File: config.mk
export PLATFORM = sky130hd
export DESIGN_NAME = seg_scan_ctrl
export DESIGN_NICKNAME = d
export VERILOG_FILES = /design/src/rtl/seg_scan_ctrl.sv
export SDC_FILE = /design/constraint.sdc
export NUM_CORES = 1
export LEC_CHECK = 0
export CORE_AREA = 2 2 43 45
export CTS_CLUSTER_DIAMETER = 100
export DETAILED_ROUTE_END_ITERATION = 10
export DIE_AREA = 0 0 45 47
export PLACE_DENSITY_LB_ADDON = 0.3
export SLEW_MARGIN = 20
export SYNTH_ARGS = -nofsm -noshare
export SYNTH_HDL_FRONTEND = slang
export SYNTH_SLANG_ARGS = --single-unit
File: constraint.sdc
create_clock -name clk -period 4.4 [get_ports clk]
set_clock_uncertainty 0.2 [all_clocks]
set_input_delay 0.44 -clock clk [delete_from_list [all_inputs] [get_ports clk]]
set_output_delay 0.44 -clock clk [all_outputs]
set_load 0.02 [all_outputs]
File: src/rtl/seg_scan_ctrl.sv
// Multiplexed display scan controller: steps a digit select on scan-strobe edges,
// skipping disabled digits, with PWM brightness, blink gating and a frame pulse.
module seg_scan_ctrl #(
    parameter int N_DIGITS      = 4,
    parameter int SEL_W         = 2,
    parameter int BRIGHT_W      = 3,
    parameter int AN_ACTIVE_LOW = 1
) (
    input  logic                clk,
    input  logic                clr,
    input  logic                tick,
    input  logic [N_DIGITS-1:0] digit_en,
    input  logic [N_DIGITS-1:0] blink_mask,
    input  logic                blink_phase,
    input  logic [BRIGHT_W-1:0] bright,
    output logic [N_DIGITS-1:0] AN,
    output logic [SEL_W-1:0]    S,
    output logic                frame_done
);

    localparam logic [N_DIGITS-1:0] AN_OFF  = (AN_ACTIVE_LOW != 0) ? {N_DIGITS{1'b1}} : {N_DIGITS{1'b0}};
    localparam logic [BRIGHT_W-1:0] PH_LAST = {BRIGHT_W{1'b1}};

    // One extra bit so S+k can exceed N_DIGITS before the modulo fold.
    typedef logic [SEL_W:0] ext_t;

    logic                tick_q;
    logic [BRIGHT_W-1:0] ph_q, ph_d;
    logic [SEL_W-1:0]    s_q, s_d;
    logic [N_DIGITS-1:0] an_q, an_d;
    logic                fd_q, fd_d;

    logic                tick_edge, slot_end, drive;
    logic [SEL_W-1:0]    nxt_sel;
    logic                nxt_found;
    ext_t                cand;

    assign tick_edge = tick & ~tick_q;
    assign slot_end  = tick_edge && (ph_q == PH_LAST);

    // Search S+N..S+1 so the nearest enabled digit after S is the one kept;
    // k = N_DIGITS lands back on S, covering the single-enabled-digit case.
    always_comb begin
        nxt_sel   = s_q;
        nxt_found = 1'b0;
        cand      = '0;
        for (int k = N_DIGITS; k >= 1; k--) begin
            cand = {1'b0, s_q} + ext_t'(k);
            if (cand >= ext_t'(N_DIGITS))
                cand = cand - ext_t'(N_DIGITS);
            if (digit_en[cand[SEL_W-1:0]]) begin
                nxt_sel   = cand[SEL_W-1:0];
                nxt_found = 1'b1;
            end
        end
    end

    always_comb begin
        ph_d = ph_q;
        s_d  = s_q;
        fd_d = 1'b0;
        if (tick_edge)
            ph_d = ph_q + BRIGHT_W'(1);
        if (slot_end && nxt_found) begin
            s_d  = nxt_sel;
            fd_d = (nxt_sel <= s_q);
        end
        // ph < bright means the last phase of a slot is always dark.
        drive = digit_en[s_q] & ~(blink_mask[s_q] & blink_phase) & (ph_q < bright);
        an_d  = AN_OFF;
        if (drive)
            an_d[s_q] = ~AN_OFF[s_q];
    end

    always_ff @(posedge clk or posedge clr) begin
        if (clr) begin
            tick_q <= 1'b0;
            ph_q   <= '0;
            s_q    <= '0;
            an_q   <= AN_OFF;
            fd_q   <= 1'b0;
        end else begin
            tick_q <= tick;
            ph_q   <= ph_d;
            s_q    <= s_d;
            an_q   <= an_d;
            fd_q   <= fd_d;
        end
    end

    assign AN         = an_q;
    assign S          = s_q;
    assign frame_done = fd_q;

endmodule

---- Word level (Yosys, flattened, before mapping) ----
Index checks and enable logic that the tools add are counted.
operators by class
  equal/unequal tests ..................... 1
  add/sub/neg operators ................... 9
  reductions and logical operators ........ 3
  muxes and demuxes ....................... 30
  order comparisons ....................... 12
  bitwise logic cells ..................... 9
operator list
  cell                                                                           number
  2-bit two-way mux                                                              8
  2-bit by 3-bit less-than comparator with 1-bit output (second input constant)  5
  1-bit binary-select mux with 2-bit select                                      7
  1-bit two-way mux                                                              13
  3-bit >= comparator (second input constant)                                    4
  2-bit by 1-bit subtractor with 2-bit output (second input constant)            4
  2-bit by 2-bit adder with 3-bit output (second input constant)                 2
  1-bit bitwise AND                                                              4
  4-bit two-way mux                                                              1
  4-bit inverter                                                                 1
  4-bit OR                                                                       1
  2-bit by 1-bit adder with 3-bit output (second input constant)                 1
  2-bit by 3-bit adder with 3-bit output (second input constant)                 1
  3-bit by 1-bit adder with 3-bit output (second input constant)                 1
  3-bit equality test (second input constant)                                    1
  1-bit logical AND                                                              3
  3-bit less-than comparator                                                     1
  1-bit inverter                                                                 3
  1-bit demux with 2-bit select                                                  1
  2-bit by 1-bit >= comparator with 1-bit output (second input constant)         1
  2-bit less-or-equal comparator                                                 1
storage, ports and cells
  input bits .............................. 15
  register bits ........................... 11

---- Longest topological paths before layout ----
Gate-level depths: netlist (run 1).
  depth in word-level cells ............... 11
  gate-level depth with buffers ........... 11
  gate-level depth less buffers ........... 10

---- Worst setup path after synthesis (run 1) ----
No wires, ideal clock.
  path type ............................... flip-flop to flip-flop
  start ................................... register s_q[1], in the netlist S[1]
  end ..................................... register fd_q, in the netlist frame_done
  arrival ................................. 2138 ps
  library setup time ...................... 132 ps
  path slack .............................. 1930 ps
  stages on the path, launching flop included .. 10
  period minus slack after synthesis ...... 2470 ps
  required time ........................... 4068 ps
  cells stage by stage .................... dfrtp_1 -> buf_2 -> inv_1 -> ha_1 -> mux2_2 -> o21ai_0 -> mux2i_1 -> ha_1 -> a21oi_1 -> nor2_1
on the way
  longest elaborated chain between the ends .. 11
RTL lines
  item                                                                                       RTL line  RTL
  start: declaration                                                                         29        logic [SEL_W-1:0] s_q, s_d;
  start signal: assignment                                                                   79        s_q <= '0;
  start signal: assignment                                                                   85        s_q <= s_d;
  2-bit by 3-bit adder with 3-bit output                                                     48        cand = {1'b0, s_q} + ext_t'(k);
  3-bit >= comparator / 2-bit by 1-bit subtractor with 2-bit output (equally long branches)  49, 50
  2-bit two-way mux                                                                          49        if (cand >= ext_t'(N_DIGITS))
  1-bit binary-select mux with 2-bit select                                                  51        if (digit_en[cand[SEL_W-1:0]]) begin
  1-bit two-way mux (not written as such)                                                    51
  2-bit two-way mux / 1-bit two-way mux (equally long branches) (4 in a row)                 51
  2-bit less-or-equal comparator / 1-bit logical AND (equally long branches)                 66, 64
  1-bit two-way mux *                                                                        64        if (slot_end && nxt_found) begin
  named net fd_d                                                                             31        logic fd_q, fd_d;
  end signal: assignment                                                                     81        fd_q <= 1'b0;
  end signal: assignment                                                                     87        fd_q <= fd_d;
  end: declaration                                                                           31
The timed path passes the listed nets; every way through them passes the cells marked *. The select of a mux whose other input is x is not followed.
A chain may end at the register's enable or synchronous reset.

---- Worst setup path after layout (run 1) ----
Ends and elaborated chain as after synthesis.

==> reports/qor.yml, run 1 <==
postCtsHoldBufs: 0
grt_pass1_wl_um: 2010
cp-end-kind: "flip-flop"
synth.largest_area_cell: "dfrtp_1"
numCtsBuffers: 3
antenna_found_initial: 0
synth-edff-count: 0
max_cap_viol_count: 0
syn_nets: 92
ir_drop_mv: 0.303
clk_pin_slew_ns: 0.07
relSlewSlack: 0.704
num_io_pins: 22
insertion_delay_ns: 0.26
final_hold_viol_count: 0
areaGrowthSynthToFinish_pct: 31.6
crit_slowest_cell: "dfrtp_1"
die_w_um: 45
first_pass_iters: 2
required_ns: 4.33
diodes: 0
min_period_ns: 2.63
wl_um: 1350
fin_ws_ns: 1.77
synth.most_common_cell: "ha_1"
synth_top_area_frac: 0.230
postCtsSetupBuffers: 0
whs_ns: 0.267
hold_class: "input port to asynchronous set/reset pin"
yosys_warnings: 0
crit_fanout: 13
hpwl_um: 1100
path_class: "flip-flop to flip-flop"
max_stage_delay_ns: 0.62
postLayoutCellArea_um2: 1000
drive_above_1_share: 0.189
cp_top_family: "adder cells"
worst_pin_slew_ns: 0.443
pre_cts_ws_ns: 1.79
dpl-instance-area_um2: 978
fp.coreArea_um2: 1650
arrival_ns: 2.56
slew_viol_final: 0
outcome: "finished clean"
final_net_count: 116
worst_setup_path_start_kind: "flip-flop"
synth_flop_cell: "dfrtp_1"
p_leak_nw: 0.438
register_area_um2: 280
synth_area_um2: 763
synth_area_leaders: "dfrtp_1, ha_1, dfstp_2"
grt_max_degree: 14
synth_cell_types: 25
grt.total_usage: 0.136
crit_top_cell: "ha_1"
seq_area_frac_synth: 0.367
htreeDepth: 1
rsz0062_at_grt: "no"
clockBufferDepth: 2
die_h_um: 47
powerDensity_nw_per_um2: 536
fillers: 145
io_buffers: 21
fp.dieArea_um2: 2120
cts.sink_count: 11
place_congestion: 0.743
cts_tree: "yes"
grt_pass1_vias: 509
fin_tns_setup_ns: 0
via_per_inst: 5.30
async_flop_share: 1.00
multi_input_comb_area_um2: 444
cts_root_buf: "clkbuf_4"
wire_per_inst_um: 12.6
synth_seq_cells: 11
ant_nets: 0
post_cts_resized: 0
fin_crit_sh: 0.598
synth_common_cells: "ha_1, dfrtp_1, inv_1, mux2_2"
drt-initial-drc-count: 2
grt_overflow_total: 0
vias: 567
cp_num_buf_inv: 1
setup_viol: 0
drc: 0
path_cells: "inv_1 -> ha_1 -> mux2_2 -> o21ai_0 -> mux2i_1 -> ha_1 -> a21oi_1 -> nor2_1"
rows: 15
fmax_mhz: 380
syn_area_per_cell_um2: 11.4
synth_cells: 67
start_util: 0.462
[cell type report]
type                    count  share of cell area
multi-input cells          48               0.442
flip-flops and latches     11               0.279
repair buffers             21               0.209
clock buffers               4              0.0262
inverters                   6              0.0224
well taps                  17              0.0212
[sequential cells by signal (all words and copies together), names as in the netlist]
register,count
AN,4
tick_q,1
S,2
frame_done,1
ph_q,3
[metrics by stage]
step,total power [mW],utilization,instances
6_report,0.538,0.608,107
3_5_place_dp,0.482,0.592,103
4_1_cts,0.549,0.608,107
3_3_place_gp,0.464,0.592,103
2_1_floorplan,0.397,-,67
5_1_grt,0.594,0.608,107
[layout by cell type, fill, tap and decap left out, types with 2 or more instances in the layout]
cell type / count
inv_1: 6
mux2i_1: 3
nor2_1: 2
o21ai_0: 4
dfstp_2: 4
dfrtp_1: 7
nand2b_1: 3
mux2_2: 6
clkdlybuf4s50_1: 21
ha_1: 10
a21oi_1: 4
nand2_1: 4
clkbuf_4: 3
[worst paths after layout]
check                         from          to  slack [ns]  depth (start not counted)
hold / removal                 clr     ph_q[1]        0.27                          2
hold reg to reg            ph_q[0]     ph_q[0]        0.31                          1
setup reg to reg              S[1]  frame_done        1.77                          8
min in group clk           ph_q[0]     ph_q[0]        0.31                          1
max in group asynchronous      clr       AN[0]        3.41                          2
setup / recovery              S[1]  frame_done        1.77                          8
[cell families after synthesis]
family / share of synthesized area
AOI/OAI and AO/OA: 0.128
DFF: 0.367
buffers and inverters: 0.0508
xor gates and xnor gates: 0.0115
muxes: 0.192
adders and majority gates: 0.164
and+or+nand+nor: 0.0869
[layer usage]
| metal | vias to the layer above | routed length, um | global-route usage |
|---|---|---|---|
| met5 | - | 0 | 0 |
| met4 | 0 | 17 | 0.0706 |
| met3 | 2 | 47 | 0.0231 |
| met2 | 13 | 691 | 0.251 |
| met1 | 268 | 592 | 0.149 |
| li1 | 284 | - | - |
[report_power, final]
group,total (mW),leakage (nW),switching [mW],internal [mW]
registers,0.183,0.128,0.0443,0.139
logic,0.290,0.294,0.130,0.160
clock network,0.0650,0.0150,0.0301,0.0349
(Power assumes the default switching activity.)
==> run 2, diff against run 1 <==
--- a/config.mk
+++ b/config.mk
@@ -5,10 +5,10 @@
 export SDC_FILE = /design/constraint.sdc
 export NUM_CORES = 1
 export LEC_CHECK = 0
-export CORE_AREA = 2 2 43 45
+export CORE_AREA = 2 2 49 42
 export CTS_CLUSTER_DIAMETER = 100
 export DETAILED_ROUTE_END_ITERATION = 10
-export DIE_AREA = 0 0 45 47
+export DIE_AREA = 0 0 51 44
 export PLACE_DENSITY_LB_ADDON = 0.3
 export SLEW_MARGIN = 20
 export SYNTH_ARGS = -nofsm -noshare
==> constraint.sdc (replaced) <==
create_clock -name clk -period 2.6 [get_ports clk]
set_clock_uncertainty 0.2 [all_clocks]
set_input_delay 0.26 -clock clk [delete_from_list [all_inputs] [get_ports clk]]
set_output_delay 0.26 -clock clk [all_outputs]
set_load 0.02 [all_outputs]
==> run 2 against run 1 <==
Fmax is 19% higher; combinational power increased by 91%; hold slack worse by 0.19 ns; critical endpoint unchanged; register-to-register slack got worse by 1.4 ns; critical path depth unchanged; sequential share of layout area decreased by 0.64 points; total power rose by 74%; first-iteration DRC count grew to 3.0 times the previous value; die area is 6.1% higher.
==> reports/qor.yml, run 2 (synthesized netlist as in run 1, its figures left out) <==
worst_pin_slew_ns: 0.411  # -0.0325 ns
io_buffers: 21  # unchanged
p_leak_nw: 0.448  # +2.3%
die_w_um: 51  # +13%
relSlewSlack: 0.726  # +0.0214
vias: 565  # -0.35%
grt_pass1_wl_um: 2310  # +15%
start_util: 0.431  # -0.0307
insertion_delay_ns: 0.27  # about the same
final-instance-count-excl-fill: 116  # +8.4%
clockBufferDepth: 2  # unchanged
postCtsSetupBuffers: 0  # unchanged
final_net_count: 118  # +1.7%
worst_setup_path_start_kind: "flip-flop"
rows: 14  # -1
first_pass_iters: 4  # +2
antenna_found_initial: 0  # unchanged
layout_common_cells: "clkdlybuf4s50_1, ha_1, dfrtp_1"
htreeDepth: 1  # unchanged
fp.coreArea_um2: 1770  # +7.1%
drive_above_1_share: 0.207  # +0.0176
rsz0062_at_grt: "no"
reg2reg_depth: 8  # unchanged
final_hold_viol_count: 0  # unchanged
grt_pass1_vias: 527  # +3.5%
wire_per_inst_um: 11.7  # -7.5%
diodes: 0  # unchanged
via_per_inst: 4.87  # -8.1%
path_class: "flip-flop to flip-flop"
drt-initial-drc-count: 6  # +4
die_h_um: 44  # -6.4%
arrival_ns: 2.15  # -0.41 ns
ant_nets: 0  # unchanged
cp-end-kind: "flip-flop"
r2r_end: "frame_done"
numCtsBuffers: 3  # unchanged
ir_drop_mv: 0.449  # +48%
wl_um: 1350  # +0.30%
largest_reg_flops: 4  # unchanged
num_io_pins: 22  # unchanged
clk_pin_slew_ns: 0.07  # about the same
grt.total_usage: 0.145  # +0.00945
place_congestion: 0.774  # +4.2%
reg2reg_from: "S[0]"
cts_root_buf: "clkbuf_4"
drc: 0  # unchanged
hold_class: "input port to asynchronous set/reset pin"
rrSetupSlack_ns: 0.39  # -1.37 ns
layout_commonest_cell: "clkdlybuf4s50_1"
crit_fanout: 3  # -10
grt_overflow_total: 0  # unchanged
slew_viol_final: 0  # unchanged
outcome: "finished clean"
setup_viol: 0  # unchanged
min_period_ns: 2.21  # -0.426 ns
cts.sink_count: 11  # unchanged
fin_crit_sh: 0.849  # +0.250
postCtsHoldBufs: 0  # unchanged
post_cts_resized: 0  # unchanged
grt_max_degree: 13  # -1
cts_tree: "yes"
areaGrowthSynthToFinish_pct: 34.8
fin_tns_setup_ns: 0  # unchanged
powerDensity_nw_per_um2: 913  # +70%
fmax_mhz: 453  # +19%
fp.dieArea_um2: 2240  # +6.1%
place_inst: 112  # +8.7%
required_ns: 2.55  # -1.78 ns
hpwl_um: 1030  # -5.9%
max_cap_viol_count: 0  # unchanged
[run 2: cell types whose count changed in the layout (fill, tap and decap cells not counted), sizes merged]
cell  previous run  this run
buf              0         2
[run 2: final cells by class]
cell class | count | area [um2]
inverter | 6 | 22.5
clock buffer | 4 | 26.3
sequential | 11 | 280
tap | 24 | 30.0
multi-input combinational | 48 | 444
timing repair buffer | 23 | 225
fill | 153 | 741
[run 2: worst max-delay path by stage]
| stage | from | endpoint | slack (ns) |
|---|---|---|---|
| after detailed placement | digit_en[3] | frame_done | 0.32 |
| after global routing | S[1] | frame_done | 0.21 |
| after floorplan | S[1] | frame_done | 0.13 |
| after CTS | S[0] | frame_done | 0.38 |
| final | S[0] | frame_done | 0.39 |
| after global placement | digit_en[3] | frame_done | 0.36 |
[run 2: report_power, final]
group | leakage, nW | switching (mW) | total, mW | internal [mW]
Combinational | 0.305 | 0.267 | 0.554 | 0.287
Sequential | 0.128 | 0.0307 | 0.267 | 0.236
Clock | 0.0150 | 0.0585 | 0.118 | 0.0594
Total | 0.448 | 0.357 | 0.939 | 0.582
[run 2: through the flow]
stage | utilization | power, mW | setup WS, ns | hold WS [ns] | instance area, um2
floorplan | - | 0.672 | 0.130 | -0.0904 | 763
global placement | 0.566 | 0.809 | 0.359 | 0.282 | 1000
detailed placement | 0.566 | 0.830 | 0.320 | 0.322 | 1000
CTS | 0.581 | 0.948 | 0.380 | 0.0880 | 1030
global route | 0.581 | 1.03 | 0.207 | 0.108 | 1030
finish | 0.581 | 0.939 | 0.394 | 0.0768 | 1030
[run 2: critical path, stage by stage (launching register included)]
cell and delay [ns]:
dfrtp_1 0.34, inv_1 0.08, ha_1 0.35, mux2_2 0.34
o21ai_0 0.18, mux2i_1 0.10, ha_1 0.27, a21oi_1 0.15
nor2_1 0.06
[run 2: layer usage]
layer	vias to the layer above	global-route usage	part of all wire
li1	290	-	-
met1	253	0.167	0.47
met2	20	0.244	0.45
met3	2	0.0517	0.059
met4	0	0.0649	0.015
met5	-	0	0
==> run 3, diff against run 2 <==
==> constraint.sdc (replaced) <==
create_clock -name clk -period 2.1 [get_ports clk]
set_clock_uncertainty 0.2 [all_clocks]
set_input_delay 0.21 -clock clk [delete_from_list [all_inputs] [get_ports clk]]
set_output_delay 0.21 -clock clk [all_outputs]
set_load 0.02 [all_outputs]
==> run 3 against run 2 <==
Final cell count increased by 5.2%; non-clock buffer count increased by 6; first-iteration DRC count increased by 17%; register-to-register slack got worse by 0.33 ns; via count increased by 5.1%; worst setup slack got worse by 0.33 ns; largest cell class unchanged; critical path type unchanged; combinational power increased by 63%; cell area increased by 11%; global-route usage increased by 2.1 points; critical endpoint unchanged; clock power increased by 26%; sequential share of layout area decreased by 2.5 points.
==> reports/qor.yml, run 3 (synthesized netlist as in run 1, its figures left out) <==
path_cells: "inv_4 -> ha_4 -> mux2_4 -> o21ai_4 -> mux2i_1 -> ha_2 -> a21oi_2 -> nor2_1"
required_ns: 2.07  # -0.48 ns
grt_pass1_vias: 590  # +12%
insertion_delay_ns: 0.28  # about the same
worst_pin_slew_ns: 0.409  # -0.00173 ns
place_congestion: 0.786  # +1.5%
multi_input_comb_area_um2: 505  # +14%
arrival_ns: 2.01  # -0.14 ns
drt-initial-drc-count: 7  # +1
cp-end-kind: "flip-flop"
wl_um: 1610  # +19%
die_w_um: 51  # unchanged
num_io_pins: 22  # unchanged
via_per_inst: 4.87  # about the same
rrSetupSlack_ns: 0.06  # -0.33 ns
numCtsBuffers: 3  # unchanged
grt_pass1_wl_um: 2540  # +9.9%
die_h_um: 44  # unchanged
fp.dieArea_um2: 2240  # unchanged
wire_per_inst_um: 13.2  # +13%
layout_commonest_cell: "clkdlybuf4s50_1"
postCtsHoldBufs: 0  # unchanged
fin_util: 0.646  # +0.0644
setup_viol: 0  # unchanged
clk_pin_slew_ns: 0.07  # about the same
drc: 0  # unchanged
crit_fanout: 4  # +1
reg2reg_depth: 8  # unchanged
final_hold_viol_count: 0  # unchanged
areaGrowthSynthToFinish_pct: 49.7
final-instance-count-excl-fill: 122  # +5.2%
hpwl_um: 1280  # +24%
first_pass_iters: 3  # -1
relSlewSlack: 0.727  # +0.00115
whs_ns: 0.0189  # -0.0579 ns
path_class: "flip-flop to flip-flop"
largest_reg_flops: 4  # unchanged
grt.total_usage: 0.166  # +0.0206
postLayoutCellArea_um2: 1140  # +11%
htreeDepth: 1  # unchanged
place_inst: 117  # +4.5%
drive_above_1_share: 0.367  # +0.161
clockBufferDepth: 2  # unchanged
fin_crit_sh: 0.971  # +0.122
vias: 594  # +5.1%
max_stage_delay_ns: 0.41  # +0.06 ns
grt_max_degree: 13  # unchanged
worst_setup_path_start_kind: "flip-flop"
register_area_um2: 283  # +0.89%
min_period_ns: 2.04  # -0.167 ns
fillers: 134  # -12%
crit_slowest_cell: "dfrtp_2"
cts_tree: "yes"
fp.coreArea_um2: 1770  # unchanged
final_net_count: 124  # +5.1%
start_util: 0.431  # unchanged
grt_overflow_total: 0  # unchanged
r2r_end: "frame_done"
layout_common_cells: "clkdlybuf4s50_1, buf_4, ha_1"
max_cap_viol_count: 0  # unchanged
finalPower_mw: 1.40  # +49%
fmax_mhz: 490  # +8.2%
slew_viol_final: 0  # unchanged
p_leak_nw: 0.483  # +7.9%
cts_root_buf: "clkbuf_4"
diodes: 0  # unchanged
reg2reg_from: "S[0]"
ir_drop_mv: 0.943  # +110%
cts.sink_count: 11  # unchanged
dpl-instance-area_um2: 1070  # +6.5%
rows: 14  # unchanged
antenna_found_initial: 0  # unchanged
powerDensity_nw_per_um2: 1230  # +34%
ant_nets: 0  # unchanged
hold_class: "input port to asynchronous set/reset pin"
io_buffers: 21  # unchanged
outcome: "finished clean"
rsz0062_at_grt: "yes"
## run 3: cell type report
type	instances	area share
Sequential cell	11	0.248
Timing Repair Buffer	29	0.237
Multi-Input combinational cell	48	0.442
Clock buffer	4	0.0230
Inverter	6	0.0241
Tap cell	24	0.0263
## run 3: power breakdown
| group | switching (mW) | leakage (nW) | internal [mW] | total [mW] |
|---|---|---|---|---|
| combinational | 0.415 | 0.343 | 0.487 | 0.902 |
| sequential | 0.0530 | 0.126 | 0.296 | 0.349 |
| clock | 0.0752 | 0.0150 | 0.0737 | 0.149 |
| total | 0.543 | 0.483 | 0.856 | 1.40 |
## run 3: how the worst max path moves through the flow
stage                 from          to  slack, ns  depth (start not counted)
2_1_floorplan         S[0]  frame_done      -0.06                          9
3_3_place_gp   digit_en[2]  frame_done       0.03                          8
3_5_place_dp   digit_en[2]  frame_done      -0.01                          8
4_1_cts               S[0]  frame_done      0.006                         10
5_1_grt               S[0]  frame_done      -0.04                          8
6_report              S[0]  frame_done       0.06                          8
## run 3: per-stage QoR
step           setup TNS (ns)  setup slack (ns)
3_3_place_gp                0            0.0292
4_1_cts                     0           0.00614
2_1_floorplan         -0.0623           -0.0623
5_1_grt               -0.0395           -0.0395
3_5_place_dp          -0.0141           -0.0141
6_report                    0            0.0609
## run 3: per-layer routing
layer	wire length [um]	part of all wire	vias to the layer above	global-route usage
li1	-	-	303	-
met5	0	0	-	0
met1	621	0.39	271	0.163
met2	877	0.55	15	0.312
met4	40	0.025	0	0.0973
met3	68	0.042	5	0.0448
## run 3: timing repair
item / in CTS / in global routing
buffers inserted: 0 / 1
setup endpoints to repair: 0 / 2
gates resized for setup: 0 / 7
## run 3: worst max-delay path: cells and delay by family, from the launching register on
| family | cells | cell delay (ns) |
|---|---|---|
| adder cells (fa/ha/maj) | 2 | 0.57 |
| multiplexers | 2 | 0.41 |
| flip-flops | 1 | 0.41 |
| AO/OA/AOI/OAI | 2 | 0.25 |
| buffers and inverters | 1 | 0.05 |
| AND/OR/NAND/NOR | 1 | 0.05 |
